## src/rtl/adder_seq_pkg.sv

```systemverilog
// Shared definitions for the nibble-serial adder sequencer and its helpers.
package adder_seq_pkg;

  localparam int NIBBLE_W = 4;

  // Controller state encoding, kept as plain constants for legacy tools.
  localparam logic [1:0] IDLE = 2'b00;
  localparam logic [1:0] RUN  = 2'b01;
  localparam logic [1:0] DONE = 2'b10;

  // Number of 4-bit slices needed to cover an operand of the given width.
  function automatic int num_nibbles(input int width);
    return width / NIBBLE_W;
  endfunction

endpackage

```

## src/rtl/nibble_adder_sequencer_settle_timer.sv

```systemverilog
// Settle timer: counts held cycles and flags the last one before sampling.
module settle_timer #(
  parameter int CYCLES = 5
) (
  input  logic clk,
  input  logic rst_n,
  input  logic clr,
  input  logic en,
  output logic tc
);

  localparam int CNT_W = (CYCLES > 1) ? $clog2(CYCLES) : 1;

  logic [CNT_W-1:0] cnt_r;

  assign tc = (cnt_r == CNT_W'(CYCLES - 1));

  // Counter: cleared on request, wraps to zero after the terminal count.
  always_ff @(posedge clk or negedge rst_n) begin
    if (!rst_n) begin
      cnt_r <= {CNT_W{1'b0}};
    end else if (clr) begin
      cnt_r <= {CNT_W{1'b0}};
    end else if (en) begin
      if (tc) begin
        cnt_r <= {CNT_W{1'b0}};
      end else begin
        cnt_r <= cnt_r + CNT_W'(1);
      end
    end else begin
      cnt_r <= cnt_r;
    end
  end

endmodule

```

## src/rtl/nibble_adder_sequencer.sv

```systemverilog
// Nibble-serial adder controller: drives an external 4-bit adder slice LSB
// nibble first, holding each nibble SETTLE_CYCLES before sampling S/C_out.
module nibble_adder_sequencer
  import adder_seq_pkg::*;
#(
  parameter int WIDTH         = 16,
  parameter int SETTLE_CYCLES = 5
) (
  input  logic             clk,
  input  logic             rst_n,
  input  logic             start,
  input  logic [WIDTH-1:0] a,
  input  logic [WIDTH-1:0] b,
  input  logic             c_in,
  output logic             busy,
  output logic             done,
  output logic [WIDTH-1:0] sum,
  output logic             c_out,
  output logic [3:0]       add_a,
  output logic [3:0]       add_b,
  output logic             add_cin,
  input  logic [3:0]       add_s,
  input  logic             add_cout
);

  localparam int NIBBLES = num_nibbles(WIDTH);
  localparam int IDX_W   = (NIBBLES > 1) ? $clog2(NIBBLES) : 1;

  if (((WIDTH % NIBBLE_W) != 0) || (WIDTH < NIBBLE_W) || (SETTLE_CYCLES < 1)) begin : g_param_check
    $error("nibble_adder_sequencer: WIDTH must be a multiple of 4 (>=4) and SETTLE_CYCLES >= 1");
  end

  logic [1:0]         state_r;
  logic [WIDTH-1:0]   a_sh_r;
  logic [WIDTH-1:0]   b_sh_r;
  logic [WIDTH-1:0]   sum_r;
  logic               carry_r;
  logic               c_out_r;
  logic               busy_r;
  logic               done_r;
  logic [IDX_W-1:0]   idx_r;
  logic               tmr_clr_s;
  logic               tmr_en_s;
  logic               tmr_tc_s;
  logic [WIDTH+3:0]   sum_cat_s;
  logic [WIDTH-1:0]   sum_next_s;

  // The freshly sampled nibble enters at the top; the sum shifts right.
  assign sum_cat_s  = {add_s, sum_r};
  assign sum_next_s = sum_cat_s[WIDTH+3:NIBBLE_W];

  assign busy  = busy_r;
  assign done  = done_r;
  assign sum   = sum_r;
  assign c_out = c_out_r;

  // Timer control: restart on accept, run only while nibbles are in flight.
  always_comb begin
    tmr_clr_s = 1'b0;
    tmr_en_s  = 1'b0;
    case (state_r)
      IDLE:    tmr_clr_s = start;
      RUN:     tmr_en_s  = 1'b1;
      default: begin
        tmr_clr_s = 1'b0;
        tmr_en_s  = 1'b0;
      end
    endcase
  end

  settle_timer #(
    .CYCLES (SETTLE_CYCLES)
  ) u_settle_timer (
    .clk   (clk),
    .rst_n (rst_n),
    .clr   (tmr_clr_s),
    .en    (tmr_en_s),
    .tc    (tmr_tc_s)
  );

  // Adder drive decoded from registers only; quiet outside RUN.
  always_comb begin
    add_a   = 4'h0;
    add_b   = 4'h0;
    add_cin = 1'b0;
    if (state_r == RUN) begin
      add_a   = a_sh_r[NIBBLE_W-1:0];
      add_b   = b_sh_r[NIBBLE_W-1:0];
      add_cin = carry_r;
    end else begin
      add_a   = 4'h0;
      add_b   = 4'h0;
      add_cin = 1'b0;
    end
  end

  // Sequencer FSM with operand/sum shift registers and the nibble carry link.
  always_ff @(posedge clk or negedge rst_n) begin
    if (!rst_n) begin
      state_r <= IDLE;
      a_sh_r  <= {WIDTH{1'b0}};
      b_sh_r  <= {WIDTH{1'b0}};
      sum_r   <= {WIDTH{1'b0}};
      carry_r <= 1'b0;
      c_out_r <= 1'b0;
      busy_r  <= 1'b0;
      done_r  <= 1'b0;
      idx_r   <= {IDX_W{1'b0}};
    end else begin
      case (state_r)
        IDLE: begin
          done_r <= 1'b0;
          if (start) begin
            a_sh_r  <= a;
            b_sh_r  <= b;
            carry_r <= c_in;
            idx_r   <= {IDX_W{1'b0}};
            busy_r  <= 1'b1;
            state_r <= RUN;
          end
        end
        RUN: begin
          if (tmr_tc_s) begin
            sum_r   <= sum_next_s;
            carry_r <= add_cout;
            a_sh_r  <= a_sh_r >> NIBBLE_W;
            b_sh_r  <= b_sh_r >> NIBBLE_W;
            if (idx_r == IDX_W'(NIBBLES - 1)) begin
              c_out_r <= add_cout;
              busy_r  <= 1'b0;
              done_r  <= 1'b1;
              state_r <= DONE;
            end else begin
              idx_r <= idx_r + IDX_W'(1);
            end
          end
        end
        DONE: begin
          done_r  <= 1'b0;
          state_r <= IDLE;
        end
        default: begin
          busy_r  <= 1'b0;
          done_r  <= 1'b0;
          state_r <= IDLE;
        end
      endcase
    end
  end

endmodule

```

## config.mk

```make
export PLATFORM = sky130hd
export DESIGN_NAME = nibble_adder_sequencer
export DESIGN_NICKNAME = d
export VERILOG_FILES = /design/src/rtl/adder_seq_pkg.sv /design/src/rtl/nibble_adder_sequencer_settle_timer.sv /design/src/rtl/nibble_adder_sequencer.sv
export SDC_FILE = /design/constraint.sdc
export NUM_CORES = 1
export LEC_CHECK = 0
export BUFFER_PORTS_ARGS = -buffer_cell sky130_fd_sc_hd__clkbuf_2
export CAP_MARGIN = 15
export CORE_ASPECT_RATIO = 1.1
export CORE_MARGIN = 5
export CORE_UTILIZATION = 45
export CTS_CLUSTER_SIZE = 12
export DETAILED_ROUTE_END_ITERATION = 8
export GPL_TIMING_DRIVEN = 0
export PLACE_DENSITY = 0.73
export RECOVER_POWER = 25
export SETUP_SLACK_MARGIN = 0.3
export SLEW_MARGIN = 15
export SYNTH_ARGS = -nofsm -noshare
export SYNTH_HDL_FRONTEND = slang
export SYNTH_SLANG_ARGS = --single-unit
export TNS_END_PERCENT = 100
```

## constraint.sdc

```tcl
create_clock -name clk -period 2 [get_ports clk]
set_input_delay 0.4 -clock clk [delete_from_list [all_inputs] [get_ports clk]]
set_output_delay 0.4 -clock clk [all_outputs]
set_load 0.01 [all_outputs]
```

* After elaboration in Yosys (flattened, before gate mapping)
Index checks and enable logic that the tools add are counted.
** Storage, ports and cells
- Register bits after elaboration :: 59
- Latch bits :: 0
- Bits in writable memories :: 0
- Bits in read-only memories :: 0
- Input bits :: 41
- Output and inout bits :: 28
- Word-level logic and storage cells :: 63
- Memories :: 0
** Cells by class
- Add/sub/neg operators :: 2
- $mul :: 0
- Div/mod/pow operators :: 0
- Magnitude comparators :: 0
- Eq/ne operators :: 8
- Shifts and indexed selects :: 0
- Mux-type cells :: 32
- Bitwise logic cells :: 1
- Reductions and logical operators :: 10
** Operators with widths (count)
- two-way mux 16 bit :: 4
- one-hot mux 16 bit (2 select lines) :: 2
- two-way mux 2 bit :: 6
- two-way mux 1 bit :: 11
- two-way mux 3 bit :: 3
- AND reduction 3 bit :: 3
- two-way mux 4 bit :: 2
- one-hot mux 2 bit (2 select lines) :: 2
- AND reduction 4 bit :: 2
- != test 2 bit, second input constant :: 3
- equality test 2 bit, second input constant :: 2
- AND reduction 2 bit :: 2
- nonzero test 2 bit :: 2
- adder 3 x 1 -> 3 bit, second input constant :: 1
- equality test 3 bit, second input constant :: 1
- one-hot mux 1 bit (3 select lines) :: 1
- adder 2 x 1 -> 2 bit, second input constant :: 1
- equality test 2 x 1 -> 1 bit, second input constant :: 1
- zero test 2 bit :: 1
- != test 2 x 1 -> 1 bit, second input constant :: 1
- one-hot mux 1 bit (2 select lines) :: 1
- NOT 1 bit :: 1

* Depth between registers and ports, before layout
Gate-level depths: netlist (run 1).
- Depth in word-level cells :: 4
- Gate-level depth with buffers :: 8
- Gate-level depth less buffers :: 5

* Modules after synthesis
A second synthesis (run 1) with hierarchy kept.
** Second synthesis, totals
- Cells, all modules :: 222
- Area total of the unflattened synthesis :: 2725.1 µm²
** Modules (own cells, without submodules)
- nibble_adder_sequencer :: instances 1, cells each 205, area an instance 2555.0 µm², sequential area each 1401.3 µm²
- settle_timer :: instances 1, cells each 17, area an instance 170.2 µm², sequential area each 75.1 µm²

* Least setup slack after synthesis (run 1)
Ideal clock, no wire load.
- Kind :: reg2out
- Start :: reg state_r[1]
- End :: out add_a[3]
- Data arrival time :: 1.245 ns
- Data required time :: 1.600 ns
- Slack :: 0.355 ns
- Cell stages (with the launch flop) :: 6
- Buffers on the path :: 3
- Cell sequence :: dfrtp_1 > buf_2 > nor2b_1 > buf_4 > buf_2 > and2_1
** Between the ends
- Cells in the longest elaborated chain, start to end :: 2
** RTL lines
- start, declared :: RTL line nibble_adder_sequencer.sv:33 : logic [1:0] state_r;
- start signal, assigned :: RTL line nibble_adder_sequencer.sv:100 : state_r <= IDLE;
- start signal, assigned :: RTL line nibble_adder_sequencer.sv:119 : state_r <= RUN;
- start signal, assigned :: RTL line nibble_adder_sequencer.sv:132 : state_r <= DONE;
- equality test 2 x 1 -> 1 bit :: RTL line nibble_adder_sequencer.sv:86 : if (state_r == RUN) begin
- two-way mux 4 bit :: RTL line nibble_adder_sequencer.sv:86
- end, declared :: RTL line nibble_adder_sequencer.sv:19 : output logic [3:0] add_a,
No other way between the ends.

* Worst setup path in the final report (run 1)
- Start :: reg state_r[0]
- End :: out add_a[1]
Same word-level chain as after synthesis.

==> results of run 1 <==
registers in the layout (all words and copies together) (netlist names):
| name | cells |
|---|---|
| a_sh_r | 16 |
| b_sh_r | 16 |
| busy | 1 |
| c_out | 1 |
| carry_r | 1 |
| done | 1 |
| idx_r | 2 |
| state_r | 2 |
| sum | 16 |
| u_settle_timer.cnt_r | 3 |
kinds of logic after synthesis:
kind of cell,count (synthesis),synth area share
simple gates,52,0.104
fa+ha+maj,3,0.0136
mux,42,0.160
buf+inv,21,0.0485
flops,59,0.535
compound gates,44,0.139
report_power, final:
group	leakage, nW	internal (mW)	switching, mW
logic	1.18	1.80	1.39
clock network	0.0884	0.513	0.461
registers	0.706	1.75	0.354
total	1.97	4.06	2.21
synthesized netlist by cell type (all sizes together):
library cell	n	area (um^2)
mux2i	25	250
nor2b	1	6.26
dfrtp	59	1480
nand2	4	15.0
buf	12	100
nand3	2	10.0
o211a	1	10.0
o32ai	1	8.76
inv	4	15.0
o21bai	1	7.51
mux2	17	191
ha	3	37.5
a21oi	26	228
nand4b	1	8.76
nor3b	1	12.5
a22o	11	96.3
nor2	4	15.0
or3	1	6.26
and2	10	62.6
nor3	25	125
o21a	2	15.0
and4b	1	13.8
or2	1	6.26
o211ai	1	7.51
a221o	1	10.0
clkbuf	5	18.8
and3	1	6.26
worst max path at each step:
stage / endpoint / slack, ns
2_1_floorplan: add_a[3] / 0.36
3_3_place_gp: add_a[1] / -0.006
3_5_place_dp: add_a[1] / 0.0003
4_1_cts: add_a[1] / 0.12
5_1_grt: add_a[1] / 0.08
6_report: add_a[1] / 0.12
worst max-delay path: cells and delay by family, from the launching register on:
kind	cells	cell delay [ns]
flops	1	0.38
simple gates	2	0.25
buf+inv	4	0.52
layout make-up:
class                      count  area share
inverter                       4     0.00380
sequential                    59       0.374
tap                           80      0.0253
buffer                        17      0.0526
clock inverter                 4     0.00634
timing repair buffer          96       0.176
multi-input combinational    141       0.323
clock buffer                  12      0.0393
stage by stage:
stage	hold WS [ns]	setup WS (ns)	setup TNS [ns]	power, mW	instances
3_5_place_dp	0.287	0.000278	0	4.45	370
4_1_cts	0.285	0.118	0	5.73	399
3_3_place_gp	0.476	-0.00557	-0.00557	4.34	369
2_1_floorplan	0.104	0.355	0	3.74	221
5_1_grt	0.278	0.0766	0	6.69	413
6_report	0.297	0.120	0	6.27	413
per-layer routing:
metal | vias to the layer above | wire (um) | share of wire | global-route usage
met1 | 1065 | 2880 | 0.42 | 0.219
met2 | 53 | 3500 | 0.51 | 0.298
met3 | 15 | 276 | 0.040 | 0.0341
met5 | - | 0 | 0 | 0
met4 | 0 | 166 | 0.024 | 0.0739
li1 | 1011 | - | - | -
what timing repair did:
item	in CTS	in global routing
pin swaps	10	5
buffers inserted	11	11
endpoints found under the setup margin	52	45
endpoints found under the hold margin	10	0
hold buffers	1	0
gates cloned	1	3
gates resized for setup	35	42
==> metrics.txt, run 1 <==
# TYPE chip_impl_metric gauge
chip_impl_info{name="status",value="finished, final reports clean"} 1
chip_impl_metric{name="total_non_filler_cell_area_in_the_finished_layout",unit="um^2"} 3950
chip_impl_metric{name="first_pass_grt_wire_length",unit="mm"} 10.9
chip_impl_metric{name="die-width",unit="um"} 84.7
chip_impl_metric{name="grt-ovfl-total",unit=""} 0
chip_impl_metric{name="layout-area-overhead-vs-synth",unit="%"} 43.1
chip_impl_metric{name="postSynthAreaPerCell",unit="um^2"} 12.5
chip_impl_info{name="worstReg2RegStart",value="state_r[0]$_DFFE_PN0P_"} 1
chip_impl_info{name="mostFrequentLayoutCell",value="sky130_fd_sc_hd__clkbuf_2"} 1
chip_impl_info{name="tritoncts",value="built"} 1
chip_impl_metric{name="placeableCoreArea",unit="um^2"} 6080
chip_impl_metric{name="netlist_instances",unit=""} 221
chip_impl_metric{name="gp_congestion",unit=""} 0.766
chip_impl_metric{name="placement.cell_area",unit="um^2"} 3230
chip_impl_metric{name="ant_nets",unit=""} 0
chip_impl_info{name="ctsRootBufferMaster",value="sky130_fd_sc_hd__clkbuf_8"} 1
chip_impl_metric{name="maximum_number_of_pins_on_one_net_before_global_route_repair",unit=""} 50
chip_impl_metric{name="arrival",unit="ns"} 1.48
chip_impl_metric{name="holdPathStages",unit=""} 2
chip_impl_info{name="cp_slowest_cell",value="sky130_fd_sc_hd__dfrtp_1"} 1
chip_impl_metric{name="floorplan.io_pins",unit=""} 69
chip_impl_metric{name="start_util",unit=""} 0.454
chip_impl_metric{name="syn_area",unit="um^2"} 2760
chip_impl_info{name="final_cell_mix",value="sky130_fd_sc_hd__clkbuf_2, sky130_fd_sc_hd__dfrtp_1, sky130_fd_sc_hd__mux2i_1"} 1
chip_impl_metric{name="timing.final.max_slew_violations",unit=""} 0
chip_impl_metric{name="detailroute.via_count",unit=""} 2144
chip_impl_metric{name="detailed_routing_iterations_pass_1",unit=""} 4
chip_impl_metric{name="drive_gt1_frac",unit=""} 0.565
chip_impl_metric{name="worst_margin_pin_slew",unit="ns"} 0.744
chip_impl_metric{name="multi_input_logic_area",unit="um^2"} 1270
chip_impl_metric{name="ys_seq_area_frac",unit=""} 0.535
chip_impl_metric{name="synth-seq-cells",unit=""} 59
chip_impl_metric{name="diodes",unit=""} 0
chip_impl_info{name="hold_path.class",value="primary input to register"} 1
chip_impl_metric{name="ff2ff_setup_slack",unit="ns"} 0.25
chip_impl_metric{name="fillers",unit=""} 483
chip_impl_metric{name="synth_cell_type_count",unit=""} 32
chip_impl_info{name="grt_setup_unrepaired",value="yes"} 1
chip_impl_metric{name="cpPeakStageDelay",unit="ns"} 0.38
chip_impl_metric{name="final.period_utilization",unit=""} 0.940
chip_impl_metric{name="r2r_cells",unit=""} 9
chip_impl_metric{name="cap_viol_max_count",unit=""} 0
chip_impl_metric{name="finalSetupViolations",unit=""} 0
chip_impl_metric{name="clockBufferDepth",unit=""} 2
chip_impl_info{name="path_common_cell",value="sky130_fd_sc_hd__buf_6"} 1
chip_impl_metric{name="route.detailed.drc",unit=""} 0
chip_impl_metric{name="die_area",unit="um^2"} 7800
chip_impl_metric{name="final-seq-area",unit="um^2"} 1480
chip_impl_metric{name="drt_wirelength",unit="mm"} 6.82
chip_impl_metric{name="routed_wire_length_per_instance",unit="um"} 16.5
chip_impl_metric{name="worstPathMaxFanout",unit=""} 5
chip_impl_metric{name="rows",unit=""} 30
chip_impl_metric{name="antenna_found_initial",unit=""} 0
chip_impl_metric{name="peak_supply_drop",unit="uV"} 740
chip_impl_metric{name="numClockSinks",unit=""} 59
chip_impl_metric{name="globalRouteTotalUtil",unit=""} 0.176
chip_impl_metric{name="synth_fp_nets",unit=""} 265
chip_impl_metric{name="fmax",unit="GHz"} 0.532
chip_impl_metric{name="report.final.hold_viol_count",unit=""} 0
chip_impl_metric{name="finClkSkew",unit="ns"} 0.00843
chip_impl_info{name="crit_chain",value="buf_6, nor2b_4, buf_6, clkbuf_16, and2_4, buf_6"} 1
chip_impl_metric{name="worst_ep_required",unit="ns"} 1.60
chip_impl_metric{name="final_util",unit=""} 0.649
chip_impl_metric{name="period_minus_slack",unit="ns"} 1.88
chip_impl_metric{name="iter_0_drt_violations",unit=""} 77
chip_impl_metric{name="clkLatencyLatePin",unit="ns"} 0.32
chip_impl_metric{name="floorplan.die.height",unit="um"} 92.1
chip_impl_metric{name="cts_htree_levels",unit=""} 3
chip_impl_metric{name="power.density",unit="nW/um^2"} 1590
chip_impl_info{name="critPathLaunch",value="state_r[0]$_DFFE_PN0P_"} 1
chip_impl_metric{name="port-buffer-count",unit=""} 68
chip_impl_metric{name="post_drt_via_cell_ratio",unit=""} 5.19
chip_impl_metric{name="max-slew-margin-rel",unit=""} 0.504
chip_impl_info{name="startpoint_class",value="register"} 1
chip_impl_metric{name="grt_pass1_vias",unit=""} 2265
chip_impl_metric{name="final_net_count",unit=""} 372
chip_impl_info{name="crit-reg2reg-capture",value="b_sh_r[8]$_DFFE_PN0P_"} 1
chip_impl_info{name="worst-setup-path-type",value="register to output port"} 1
chip_impl_metric{name="cts-buffers-inserted",unit=""} 9
chip_impl_metric{name="clk_transition_reported_paths",unit="ns"} 0.07
chip_impl_info{name="hold_path_end",value="a_sh_r[14]$_DFFE_PN0P_"} 1
chip_impl_metric{name="place.detailed.hpwl",unit="mm"} 4.34
chip_impl_info{name="hold_path_startpoint",value="a[14]"} 1
chip_impl_info{name="setup.worst_path.end_class",value="output port"} 1
chip_impl_metric{name="leakage_power_summed_over_all_cells",unit="nW"} 1.97
chip_impl_metric{name="synth-warning-count",unit=""} 0
(Power assumes the default switching activity.)
==> run 2, diff against run 1 <==
Settings changed: PLACE_DENSITY 0.73 to 0.69.
==> run 2 against run 1 <==
Effect of this change: first-iteration DRC count increased by 9.1%; setup slack better by 0.019 ns; combinational power hardly changed; die area did not move; final cell count shrank 0.24%; routed wire length fell by 2.1%; count of clock-buffer cells in the layout is 3 higher; power is 0.88% higher; critical path type unchanged.
==> metrics.txt, run 2 (synthesized netlist as in run 1, its figures left out) <==
# TYPE chip_impl_metric gauge
chip_impl_metric{name="max-slew-margin-rel",unit=""} 0.199
chip_impl_metric{name="post_drt_via_cell_ratio",unit=""} 5.17
chip_impl_metric{name="first_pass_grt_wire_length",unit="mm"} 10.3
chip_impl_metric{name="worstPathMaxFanout",unit=""} 5
chip_impl_metric{name="routed_wire_length_per_instance",unit="um"} 16.2
chip_impl_metric{name="total_non_filler_cell_area_in_the_finished_layout",unit="um^2"} 3980
chip_impl_metric{name="drt_wirelength",unit="mm"} 6.68
chip_impl_metric{name="finalSetupViolations",unit=""} 0
chip_impl_metric{name="gp_congestion",unit=""} 0.735
chip_impl_metric{name="place.detailed.hpwl",unit="mm"} 4.25
chip_impl_metric{name="fmax",unit="GHz"} 0.537
chip_impl_info{name="hold_path.class",value="primary input to register"} 1
chip_impl_metric{name="clk_transition_reported_paths",unit="ns"} 0.06
chip_impl_metric{name="timing.final.max_slew_violations",unit=""} 0
chip_impl_info{name="tritoncts",value="built"} 1
chip_impl_metric{name="detailroute.via_count",unit=""} 2129
chip_impl_info{name="status",value="finished, final reports clean"} 1
chip_impl_metric{name="final.period_utilization",unit=""} 0.931
chip_impl_metric{name="arrival",unit="ns"} 1.46
chip_impl_metric{name="worst_ep_required",unit="ns"} 1.60
chip_impl_metric{name="cts_htree_levels",unit=""} 3
chip_impl_metric{name="cap_viol_max_count",unit=""} 0
chip_impl_metric{name="ant_nets",unit=""} 0
chip_impl_metric{name="power.density",unit="nW/um^2"} 1590
chip_impl_metric{name="detailed_routing_iterations_pass_1",unit=""} 4
chip_impl_metric{name="layout-area-overhead-vs-synth",unit="%"} 44.1
chip_impl_metric{name="grt_pass1_vias",unit=""} 2098
chip_impl_metric{name="rows",unit=""} 30
chip_impl_metric{name="final_net_count",unit=""} 371
chip_impl_info{name="final_cell_mix",value="sky130_fd_sc_hd__clkbuf_2, sky130_fd_sc_hd__dfrtp_1, sky130_fd_sc_hd__mux2i_1"} 1
chip_impl_metric{name="cpPeakStageDelay",unit="ns"} 0.37
chip_impl_metric{name="die-width",unit="um"} 84.7
chip_impl_metric{name="diodes",unit=""} 0
chip_impl_metric{name="period_minus_slack",unit="ns"} 1.86
chip_impl_metric{name="multi_input_logic_area",unit="um^2"} 1260
chip_impl_metric{name="iter_0_drt_violations",unit=""} 84
chip_impl_info{name="ctsRootBufferMaster",value="sky130_fd_sc_hd__clkbuf_8"} 1
chip_impl_metric{name="peak_supply_drop",unit="uV"} 707
chip_impl_metric{name="leakage_power_summed_over_all_cells",unit="nW"} 2.00
chip_impl_info{name="grt_setup_unrepaired",value="yes"} 1
chip_impl_info{name="crit_chain",value="buf_6, nor2b_4, buf_6, clkbuf_16, and2_4, buf_8"} 1
chip_impl_metric{name="floorplan.io_pins",unit=""} 69
chip_impl_metric{name="die_area",unit="um^2"} 7800
chip_impl_metric{name="maximum_number_of_pins_on_one_net_before_global_route_repair",unit=""} 40
chip_impl_metric{name="totalNegativeSetupSlack",unit="ns"} 0
chip_impl_metric{name="port-buffer-count",unit=""} 68
chip_impl_info{name="mostFrequentLayoutCell",value="sky130_fd_sc_hd__clkbuf_2"} 1
chip_impl_metric{name="grt-ovfl-total",unit=""} 0
chip_impl_metric{name="floorplan.die.height",unit="um"} 92.1
chip_impl_info{name="gr-max-usage-layer",value="met2"} 1
chip_impl_metric{name="start_util",unit=""} 0.454
chip_impl_metric{name="worst_margin_pin_slew",unit="ns"} 1.20
chip_impl_metric{name="numClockSinks",unit=""} 59
chip_impl_metric{name="clockBufferDepth",unit=""} 2
chip_impl_metric{name="placeableCoreArea",unit="um^2"} 6080
chip_impl_metric{name="final-seq-area",unit="um^2"} 1480
chip_impl_metric{name="fillers",unit=""} 482
chip_impl_metric{name="grt_util_met3",unit=""} 0.0566
chip_impl_info{name="setup.worst_path.end_class",value="output port"} 1
chip_impl_info{name="cp_slowest_cell",value="sky130_fd_sc_hd__dfrtp_1"} 1
chip_impl_info{name="path_common_cell",value="sky130_fd_sc_hd__buf_6"} 1
chip_impl_metric{name="grt_util_met1",unit=""} 0.218
chip_impl_metric{name="antenna_found_initial",unit=""} 0
chip_impl_metric{name="clkLatencyLatePin",unit="ns"} 0.34
chip_impl_info{name="startpoint_class",value="register"} 1
chip_impl_metric{name="report.final.hold_viol_count",unit=""} 0
chip_impl_metric{name="route.detailed.drc",unit=""} 0
chip_impl_metric{name="gr-usage-met2",unit=""} 0.272
chip_impl_metric{name="globalRouteTotalUtil",unit=""} 0.172
chip_impl_metric{name="placement.cell_area",unit="um^2"} 3220
chip_impl_metric{name="finClkSkew",unit="ns"} 0.00776
chip_impl_info{name="worst-setup-path-type",value="register to output port"} 1
chip_impl_metric{name="drive_gt1_frac",unit=""} 0.557
chip_impl_metric{name="cts-buffers-inserted",unit=""} 9
[run 2: cell types whose count changed in the layout (fill, tap and decap cells not counted), moves of 2 or more]
cell and change:
sky130_fd_sc_hd__mux2i_2 -2, sky130_fd_sc_hd__buf_12 +2, sky130_fd_sc_hd__buf_4 -3, sky130_fd_sc_hd__clkbuf_8 +2
sky130_fd_sc_hd__buf_8 +3, sky130_fd_sc_hd__a21oi_2 +4, sky130_fd_sc_hd__buf_6 -3, sky130_fd_sc_hd__mux2i_1 +2
sky130_fd_sc_hd__clkinvlp_4 -2, sky130_fd_sc_hd__a21oi_1 -3
[run 2: worst paths after layout]
path / startpoint / endpoint / slack, ns / cells past startpoint
max: state_r[0]$_DFFE_PN0P_ / add_a[2] / 0.14 / 6
min: a[13] / a_sh_r[13]$_DFFE_PN0P_ / 0.28 / 2
max reg2reg: state_r[0]$_DFFE_PN0P_ / b_sh_r[5]$_DFFE_PN0P_ / 0.20 / 9
min reg2reg: done$_DFFE_PN0P_ / done$_DFFE_PN0P_ / 0.49 / 1
max in group asynchronous: rst_n / a_sh_r[14]$_DFFE_PN0P_ / 0.37 / 3
min in group asynchronous: rst_n / b_sh_r[13]$_DFFE_PN0P_ / 0.84 / 2
[run 2: layout make-up]
type	count	area share
Sequential cell	59	0.371
Multi-Input combinational cell	141	0.318
Timing Repair Buffer	95	0.178
Buffer	17	0.0554
Clock buffer	15	0.0469
Tap cell	80	0.0252
Inverter	4	0.00377
Clock inverter	1	0.00126
[run 2: what timing repair did]
item,CTS,global route
endpoints found under the hold margin,20,0
pin swaps,10,4
endpoints found under the setup margin,53,48
gates resized for setup,41,40
cloned,1,4
setup buffers,12,8
hold buffers,1,0
[run 2: layer usage]
layer	wire length [um]	vias to the layer above
met3	270	10
met2	3360	40
met4	115	0
li1	-	1016
met1	2930	1063
met5	0	-
[run 2: per-stage QoR]
stage | setup WS [ns] | power [mW] | hold WS [ns] | utilization | instances
3_3_place_gp | 0.0131 | 4.34 | 0.474 | 0.526 | 369
6_report | 0.139 | 6.32 | 0.282 | 0.654 | 412
3_5_place_dp | 0.00894 | 4.43 | 0.340 | 0.530 | 370
5_1_grt | 0.0976 | 6.74 | 0.260 | 0.654 | 412
4_1_cts | 0.110 | 5.84 | 0.270 | 0.604 | 400
2_1_floorplan | 0.355 | 3.74 | 0.104 | - | 221
[run 2: critical path: cells and delay by family, from the launching register on]
kind,cells,cell delay (ns)
buf+inv,4,0.49
flops,1,0.37
simple gates,2,0.25
[run 2: report_power, final]
part,switching [mW],internal (mW)
Sequential,0.338,1.75
Clock,0.458,0.584
Combinational,1.39,1.81
